==> config.mk <==
export PLATFORM = sky130hd
export DESIGN_NAME = multi_decoder
export DESIGN_NICKNAME = d
export VERILOG_FILES = /design/src/rtl/multi_decoder.sv
export SDC_FILE = /design/constraint.sdc
export NUM_CORES = 1
export LEC_CHECK = 0
export CAP_MARGIN = 20
export CORE_MARGIN = 4
export CORE_UTILIZATION = 35
export DETAILED_ROUTE_END_ITERATION = 10
export RECOVER_POWER = 25
export SLEW_MARGIN = 10
export SYNTH_ARGS = -nofsm -noshare
export SYNTH_HDL_FRONTEND = slang
export SYNTH_SLANG_ARGS = --single-unit
==> constraint.sdc <==
create_clock -name clk -period 3 [get_ports clk]
set_clock_uncertainty 0.1 [all_clocks]
set_input_delay 0.6 -clock clk [delete_from_list [all_inputs] [get_ports clk]]
set_output_delay 0.6 -clock clk [all_outputs]
set_load 0.02 [all_outputs]
==> src/rtl/multi_decoder.sv <==
// multi_decoder: recovers RM from CODE = perm(RM,K) ^ perm(RT,K), one word in flight.
//   perm(x,K): rotate left by 2^i for each set K[i] (i=0..4), then bit-reverse if K[5].
//   Sequence: FWD (5 cycles) rebuilds perm(RT,K), MIX (1 cycle) strips it from CODE and
//   applies the reverse, INV (5 cycles) undoes the rotations, DONE holds the result.
// Ports:
//   clk, rst        clock, synchronous active-high reset
//   in_valid/ready  input handshake for code_in, key_in, rt_in
//   out_valid/ready output handshake for rm_out
//   busy            high whenever the FSM is not IDLE
//   dec_count       completed output handshakes, wraps at 16 bits
module multi_decoder #(
  parameter int unsigned BITS = 32
) (
  input  logic            clk,
  input  logic            rst,
  input  logic            in_valid,
  output logic            in_ready,
  input  logic [BITS-1:0] code_in,
  input  logic [BITS-1:0] key_in,
  input  logic [BITS-1:0] rt_in,
  output logic            out_valid,
  input  logic            out_ready,
  output logic [BITS-1:0] rm_out,
  output logic            busy,
  output logic [15:0]     dec_count
);

  localparam int unsigned STEP_W    = 3;
  localparam int unsigned KEY_W     = 6;
  localparam int unsigned CNT_W     = 16;
  localparam int unsigned LAST_STEP = 4;
  localparam int unsigned SHAMT_W   = 6;

  typedef enum logic [2:0] {
    S_IDLE = 3'd0,
    S_FWD  = 3'd1,
    S_MIX  = 3'd2,
    S_INV  = 3'd3,
    S_DONE = 3'd4
  } state_e;

  state_e              state_q, state_d;
  logic [BITS-1:0]     acc_q, acc_d;
  logic [BITS-1:0]     code_q, code_d;
  logic [KEY_W-1:0]    key_q, key_d;
  logic [STEP_W-1:0]   step_q, step_d;
  logic [CNT_W-1:0]    cnt_q, cnt_d;
  logic                out_valid_q, out_valid_d;
  logic [BITS-1:0]     rm_out_q, rm_out_d;
  logic                busy_q, busy_d;
  logic [BITS-1:0]     mix_t, mix_x;

  // Only K[5:0] matter; the rest of the key is intentionally dropped.
  logic unused_key;
  assign unused_key = ^key_in[BITS-1:KEY_W];

  function automatic logic [BITS-1:0] rol_pow2(input logic [BITS-1:0] x,
                                                input logic [STEP_W-1:0] s);
    logic [2*BITS-1:0] d;
    d = {x, x} << (SHAMT_W'(1) << s);
    return d[2*BITS-1:BITS];
  endfunction

  function automatic logic [BITS-1:0] ror_pow2(input logic [BITS-1:0] x,
                                                input logic [STEP_W-1:0] s);
    logic [2*BITS-1:0] d;
    d = {x, x} >> (SHAMT_W'(1) << s);
    return d[BITS-1:0];
  endfunction

  function automatic logic [BITS-1:0] bitrev(input logic [BITS-1:0] x);
    logic [BITS-1:0] r;
    for (int i = 0; i < int'(BITS); i++) r[i] = x[int'(BITS) - 1 - i];
    return r;
  endfunction

  // Ready drops immediately under reset and is high the first cycle after release.
  assign in_ready  = (state_q == S_IDLE) && !rst;
  assign out_valid = out_valid_q;
  assign rm_out    = rm_out_q;
  assign busy      = busy_q;
  assign dec_count = cnt_q;

  // MIX: t = perm(RT,K); XOR it out of CODE, then do the leading reverse of inv().
  assign mix_t = key_q[KEY_W-1] ? bitrev(acc_q) : acc_q;
  assign mix_x = code_q ^ mix_t;

  // Next-state and datapath.
  always_comb begin
    state_d = state_q;
    acc_d   = acc_q;
    code_d  = code_q;
    key_d   = key_q;
    step_d  = step_q;
    cnt_d   = cnt_q;

    unique case (state_q)
      S_IDLE: begin
        if (in_valid) begin
          code_d  = code_in;
          key_d   = key_in[KEY_W-1:0];
          acc_d   = rt_in;
          step_d  = '0;
          state_d = S_FWD;
        end
      end
      S_FWD: begin
        if (key_q[step_q]) acc_d = rol_pow2(acc_q, step_q);
        if (step_q == STEP_W'(LAST_STEP)) begin
          step_d  = '0;
          state_d = S_MIX;
        end else begin
          step_d = step_q + STEP_W'(1);
        end
      end
      S_MIX: begin
        acc_d   = key_q[KEY_W-1] ? bitrev(mix_x) : mix_x;
        state_d = S_INV;
      end
      S_INV: begin
        if (key_q[step_q]) acc_d = ror_pow2(acc_q, step_q);
        if (step_q == STEP_W'(LAST_STEP)) begin
          step_d  = '0;
          state_d = S_DONE;
        end else begin
          step_d = step_q + STEP_W'(1);
        end
      end
      S_DONE: begin
        if (out_ready) begin
          cnt_d   = cnt_q + CNT_W'(1);
          state_d = S_IDLE;
        end
      end
      default: state_d = S_IDLE;
    endcase

    out_valid_d = (state_d == S_DONE);
    rm_out_d    = out_valid_d ? acc_d : '0;
    busy_d      = (state_d != S_IDLE);
  end

  // State registers; reset wins over any handshake in the same cycle.
  always_ff @(posedge clk) begin
    if (rst) begin
      state_q     <= S_IDLE;
      acc_q       <= '0;
      code_q      <= '0;
      key_q       <= '0;
      step_q      <= '0;
      cnt_q       <= '0;
      out_valid_q <= 1'b0;
      rm_out_q    <= '0;
      busy_q      <= 1'b0;
    end else begin
      state_q     <= state_d;
      acc_q       <= acc_d;
      code_q      <= code_d;
      key_q       <= key_d;
      step_q      <= step_d;
      cnt_q       <= cnt_d;
      out_valid_q <= out_valid_d;
      rm_out_q    <= rm_out_d;
      busy_q      <= busy_d;
    end
  end

endmodule

* After elaboration in Yosys (flattened, before gate mapping) *
Cells that the tools add are included.

storage, ports and cells
  bits in registers = 126
  latch bits = 0
  bits in writable memories = 0
  memory bits (read-only) = 0
  bits of input ports = 100
  output and inout bits = 51
  logic and storage cells = 50
  memories = 0

cells by class
  add/subtract/negate cells = 2
  multipliers = 0
  div/mod/pow operators = 0
  $lt $le $gt $ge = 1
  eq/ne operators = 7
  shifts and indexed selects = 3
  mux-type cells = 16
  bitwise gates (word level) = 2
  reduce and logical (&&, ||, !) cells = 10

operators by type and width
  cell                     number
  $mux W32                 5
  $pmux W32 S4             1
  $shl A64 B6 Y64          1
  $shr A64 B6 Y32          1
  $xor A32 B32 Y32         1
  $mux W3                  6
  $add A16 B1 Y16 const B  1
  $pmux W3 S5              1
  $eq A3 B3 Y1 const B     3
  $eq A3 B2 Y1 const B     2
  $pmux W3 S2              1
  $reduce_and A2 Y1        3
  $shl A1 B3 Y6 const A    1
  $lt A3 B4 Y1 const B     1
  $reduce_or A2 Y1         2
  $add A3 B1 Y3 const B    1
  $bmux W1 S3              1
  $eq A3 B1 Y1 const B     1
  $logic_not A3 Y1         1
  $reduce_bool A3 Y1       1
  $ne A2 B2 Y1 const B     1
  $reduce_bool A2 Y1       1
  $logic_and A1 B1 Y1      1
  $logic_not A1 Y1         1
  2 further kinds          2

* Logic depth before layout (Yosys ltp) *
  depth after elaboration = 6
  mapped depth = 15
  mapped depth without buffers = 10

* Worst setup path before layout *
Ideal clock, no wire load.

  kind = register to register
  start = register step_q[2]
  end = register acc_q[15]
  setup time = 0.128 ns
  data arrival time = 2.898 ns
  data required time = 2.772 ns
  setup slack = -0.126 ns
  cell stages (with the launch flop) = 14
  path buffers = 7
  clock period less this slack = 3.126 ns
  cell sequence = dfxtp_1 -> buf_6 -> buf_6 -> inv_2 -> clkbuf_1 -> ha_1 -> clkbuf_1 -> clkbuf_1 -> clkbuf_1 -> clkbuf_1 -> o22ai_1 -> or2_2 -> a2bb2oi_1 -> nor2_1

between the ends
  word-level cells in the longest chain between the ends = 4
  elaborated cells on any way between the ends = 8
  classes of those cells = 3 x shift; 5 x mux

ends and longest elaborated chain
  item                                          RTL line  text
  start: declaration                            46        logic [STEP_W-1:0] step_q, step_d;
  start signal: assignment                      160       step_q <= step_d;
  $shl A1 B3 Y6 or $bmux W1 S3 (tied branches)  --
  $shr A64 B6 Y32 (tied with other cells)       67        d = {x, x} >> (SHAMT_W'(1) << s);
  $mux W32, on equally long branches            121, 108
  $pmux W32 S4 (*)                              97        unique case (state_q)
  end signal: assignment                        147       acc_q <= '0;
  end signal: assignment                        157       acc_q <= acc_d;
  end: declaration                              43        logic [BITS-1:0] acc_q, acc_d;

Mark *: on every way between the ends. The rest lies on a longest branch, timed or not. The select of a mux whose other input is x is not followed.
A chain may end at the register's enable or synchronous reset.

* Worst setup path in the final report *
  start = register step_q[0]
  end = register acc_q[3]

Same word-level chain as after synthesis.

==> results.py <==
metrics = {
    "outcome": {
        "status": "finished with violations",
        "failed_checks": "setup timing",
    },
    "clock_network": {
        "cts.path.max_buffers": 2,
        "numCtsBuffers": 17,
        "insertion_delay_ns": 0.45,
        "cts.sinks": 126,
        "cts_tree": "yes",
        "h-tree-depth": 4,
        "clockRootBuffer": "clkbuf_16",
        "cts.clk_slew.worst_paths_ns": 0.06,
    },
    "job": {
        "max_cap_viol_count": 0,
    },
    "setup_path": {
        "worstSetupPathType": "flop to flop",
        "r2r_slack_ns": -0.19,
        "worstReg2RegEnd": "acc_q[3]$_SDFF_PP0_",
        "reg2regPathDepth": 14,
        "critPathLaunchType": "flop",
        "setup.worst_path.end": "acc_q[3]$_SDFF_PP0_",
        "path_max_fanout": 5,
        "cp-end-kind": "flop",
        "crit_required_ns": 3.17,
        "cp_data_arrival_time_ns": 3.37,
        "critPathLaunch": "step_q[0]$_SDFFE_PP0P_",
        "reg2reg_from": "step_q[0]$_SDFFE_PP0P_",
    },
    "yosys": {
        "synth.most_common_cell": "nand2_1",
        "ys_ff_latch": 126,
        "yosysTopAreaCell": "dfxtp_1",
        "seq_area_frac_synth_pct": 20.6,
        "async_flop_share_pct": 0,
        "synth_top_area_share_pct": 20.6,
        "ys.flop_type": "dfxtp_1",
        "ys_types": 91,
        "synth-simple-area-share_pct": 20.8,
        "synth_mux_area_share_pct": 16.9,
        "syn_avg_cell_area_um2": 7.45,
        "synthTopCellsByArea": "dfxtp_1 (21%), mux2i_1 (11%), nand2_1 (5.8%), a21oi_1 (5.5%), nor2_1 (4.7%)",
        "yosysWarnings": 0,
        "synth_top_family_by_area": "compound AO/OA/AOI/OAI gates",
        "syn_area_mm2": 0.0123,
        "synth_nets": 1751,
        "netlist_instances": 1645,
        "synth_fa_ha_area_share_pct": 0.612,
        "synthXorXnorAreaFrac_pct": 2.14,
        "synth_edf_count": 0,
        "synth_compound_area_share_pct": 30.9,
        "synth_common_cells": "nand2_1 (190), nor2_1 (152), a21oi_1 (134), mux2i_1 (130), dfxtp_1 (126)",
    },
    "global_route": {
        "grt_use_total_pct": 37.9,
        "grt_max_degree": 93,
        "grt-ovfl-total": 0,
        "grt_pass1_wl_um": 109000,
        "antenna_found_initial": 2,
        "grt_pass1_vias": 16092,
    },
    "power_and_ir_drop": {
        "total_power_mw": 7.82,
        "power_density_mw_per_mm2": 378,
        "leakagePower_nw": 8.10,
        "vdd_drop_max_uv": 526,
    },
    "detailed_routing": {
        "drtIter0Drc": 2130,
        "dr.pass1.iters": 8,
        "antenna_left": 0,
        "wire_per_inst_um": 29.5,
        "drc": 0,
        "vias": 16761,
        "vias_per_cell": 6.42,
        "routed_wl_um": 77000,
    },
    "cells_and_area": {
        "antenna_cells": 0,
        "nets": 2247,
        "drive_gt1_share_pct": 42.5,
        "fillers": 3121,
        "synthToLayoutAreaGrowth_pct": 69.0,
        "fin_area_mm2": 0.0207,
        "fin_cells": 2609,
    },
    "placed_design": {
        "dp_cells": 2511,
        "io_buffers": 124,
        "routabilityCongestion": 1.04,
        "dp_hpwl_um": 57900,
        "dpl_cell_area_mm2": 0.0172,
    },
    "die": {
        "dieArea_mm2": 0.0381,
        "placementRows": 68,
        "initial_core_util_pct": 35.5,
        "io_pins": 151,
        "core_area_mm2": 0.0345,
        "die_w_um": 195,
        "die_y_um": 195,
    },
    "sta": {
        "period_needed_ns": 3.19,
        "slew_headroom_pct": 26.1,
        "slew_violations": 0,
        "fin_ws_ns": -0.195,
        "grt_setup_unrepaired": "yes",
        "finalCritPeriodShare_pct": 106,
        "hold_viol": 0,
        "setup_viol": 40,
        "whs_ns": 0.356,
        "fmax_mhz": 313,
        "tightest_slew_ns": 1.11,
    },
    "worst_hold_path": {
        "whs_path_depth": 2,
        "min-delay-start": "key_q[0]$_SDFFE_PP0P_",
        "hold_class": "flop to flop",
    },
}
-- placed cells by master, fill, tap and decap left out, types with 12 or more instances in the layout --
master	instances
a211oi_1	25
a21oi_1	113
a21oi_2	17
a22oi_1	15
a22oi_2	18
a31oi_1	20
and3_1	12
buf_12	53
buf_4	434
buf_6	37
clkbuf_16	19
clkdlybuf4s50_1	101
dfxtp_1	121
dlygate4sd3_1	21
inv_1	19
mux2_2	16
mux2i_1	90
mux2i_2	18
mux2i_4	22
mux4_2	21
nand2_1	180
nand2b_1	13
nand3_1	27
nor2_1	131
nor2_2	17
nor2b_1	18
nor3_1	29
nor3_2	14
o211ai_1	31
o21ai_0	54
o21ai_1	15
o221ai_1	12
o22ai_1	18
xnor2_1	16
xor2_1	14
-- through the flow --
step           utilization (%)  worst slack [ns]  TNS (ns)
3_5_place_dp              49.9            -0.525    -10.67
2_1_floorplan                -            0.0295         0
5_1_grt                   60.0            -0.233     -6.33
4_1_cts                   55.8            -0.106     -1.34
3_3_place_gp              49.9            -0.540    -10.36
6_report                  60.0            -0.195     -2.41
-- layout make-up --
| cell class | count | area (um2) | share of cell area [%] |
|---|---|---|---|
| multi-input combinational | 1310 | 10700 | 51.8 |
| timing repair buffer | 662 | 6200 | 30.0 |
| sequential | 126 | 2530 | 12.2 |
| tap | 455 | 569 | 2.75 |
| clock buffer | 20 | 457 | 2.20 |
| clock inverter | 12 | 123 | 0.592 |
| inverter | 24 | 97.6 | 0.471 |
-- state kept, by name (all words and copies together), names as in the netlist --
signal,flops
code_q,32
acc_q,32
rm_out,32
state_q,3
step_q,3
key_q,6
busy,1
dec_count,16
out_valid,1
-- repair_timing --
item                                    in CTS  in global routing
hold buffers                                 0                  0
endpoints found under the setup margin      65                 66
cloned                                       4                  3
resized for setup                          242                226
setup buffers                               38                 38
pin swaps                                   84                125
hold endpoints to repair                     0                  0
-- where the power goes --
| group | total, mW | internal, mW | switching (mW) |
|---|---|---|---|
| clock | 2.10 | 1.21 | 0.891 |
| combinational | 3.86 | 1.84 | 2.02 |
| sequential | 1.87 | 1.74 | 0.130 |
| total | 7.82 | 4.78 | 3.04 |
-- worst max-delay path: stages (launching register included) --
cell      delay (ns)
dfxtp_2         0.33
inv_2           0.08
buf_6           0.10
ha_4            0.18
buf_12          0.14
buf_12          0.13
buf_8           0.12
mux2i_2         0.28
a222oi_1        0.17
o211ai_1        0.20
mux4_2          0.38
a21oi_2         0.06
or4_1           0.51
o21ai_2         0.16
nor2_1          0.07
-- worst min-delay path by stage --
stage	end	slack, ns
2_1_floorplan	key_q[2]$_SDFFE_PP0P_	0.33
3_3_place_gp	key_q[0]$_SDFFE_PP0P_	0.34
3_5_place_dp	key_q[0]$_SDFFE_PP0P_	0.35
4_1_cts	key_q[0]$_SDFFE_PP0P_	0.36
5_1_grt	key_q[0]$_SDFFE_PP0P_	0.38
6_report	key_q[0]$_SDFFE_PP0P_	0.36
-- cells by family (layout without fill, tap and decap cells) --
group,Yosys count,in the layout
compound gates,551,551
simple gates,546,546
buf+inv,209,718
mux,177,177
flops,126,126
xor+xnor,30,30
fa+ha+maj,6,6
-- per-layer routing --
metal  track usage (%)  vias to the layer above  share of wire [%]
li1                  -                     7173                  -
met5                 0                        -              0.017
met1              49.6                     7963                 39
met3              8.45                      391                 11
met2              58.3                     1232                 42
met4              20.5                        2                7.7
No activity file was read; power rests on OpenSTA's default activity.
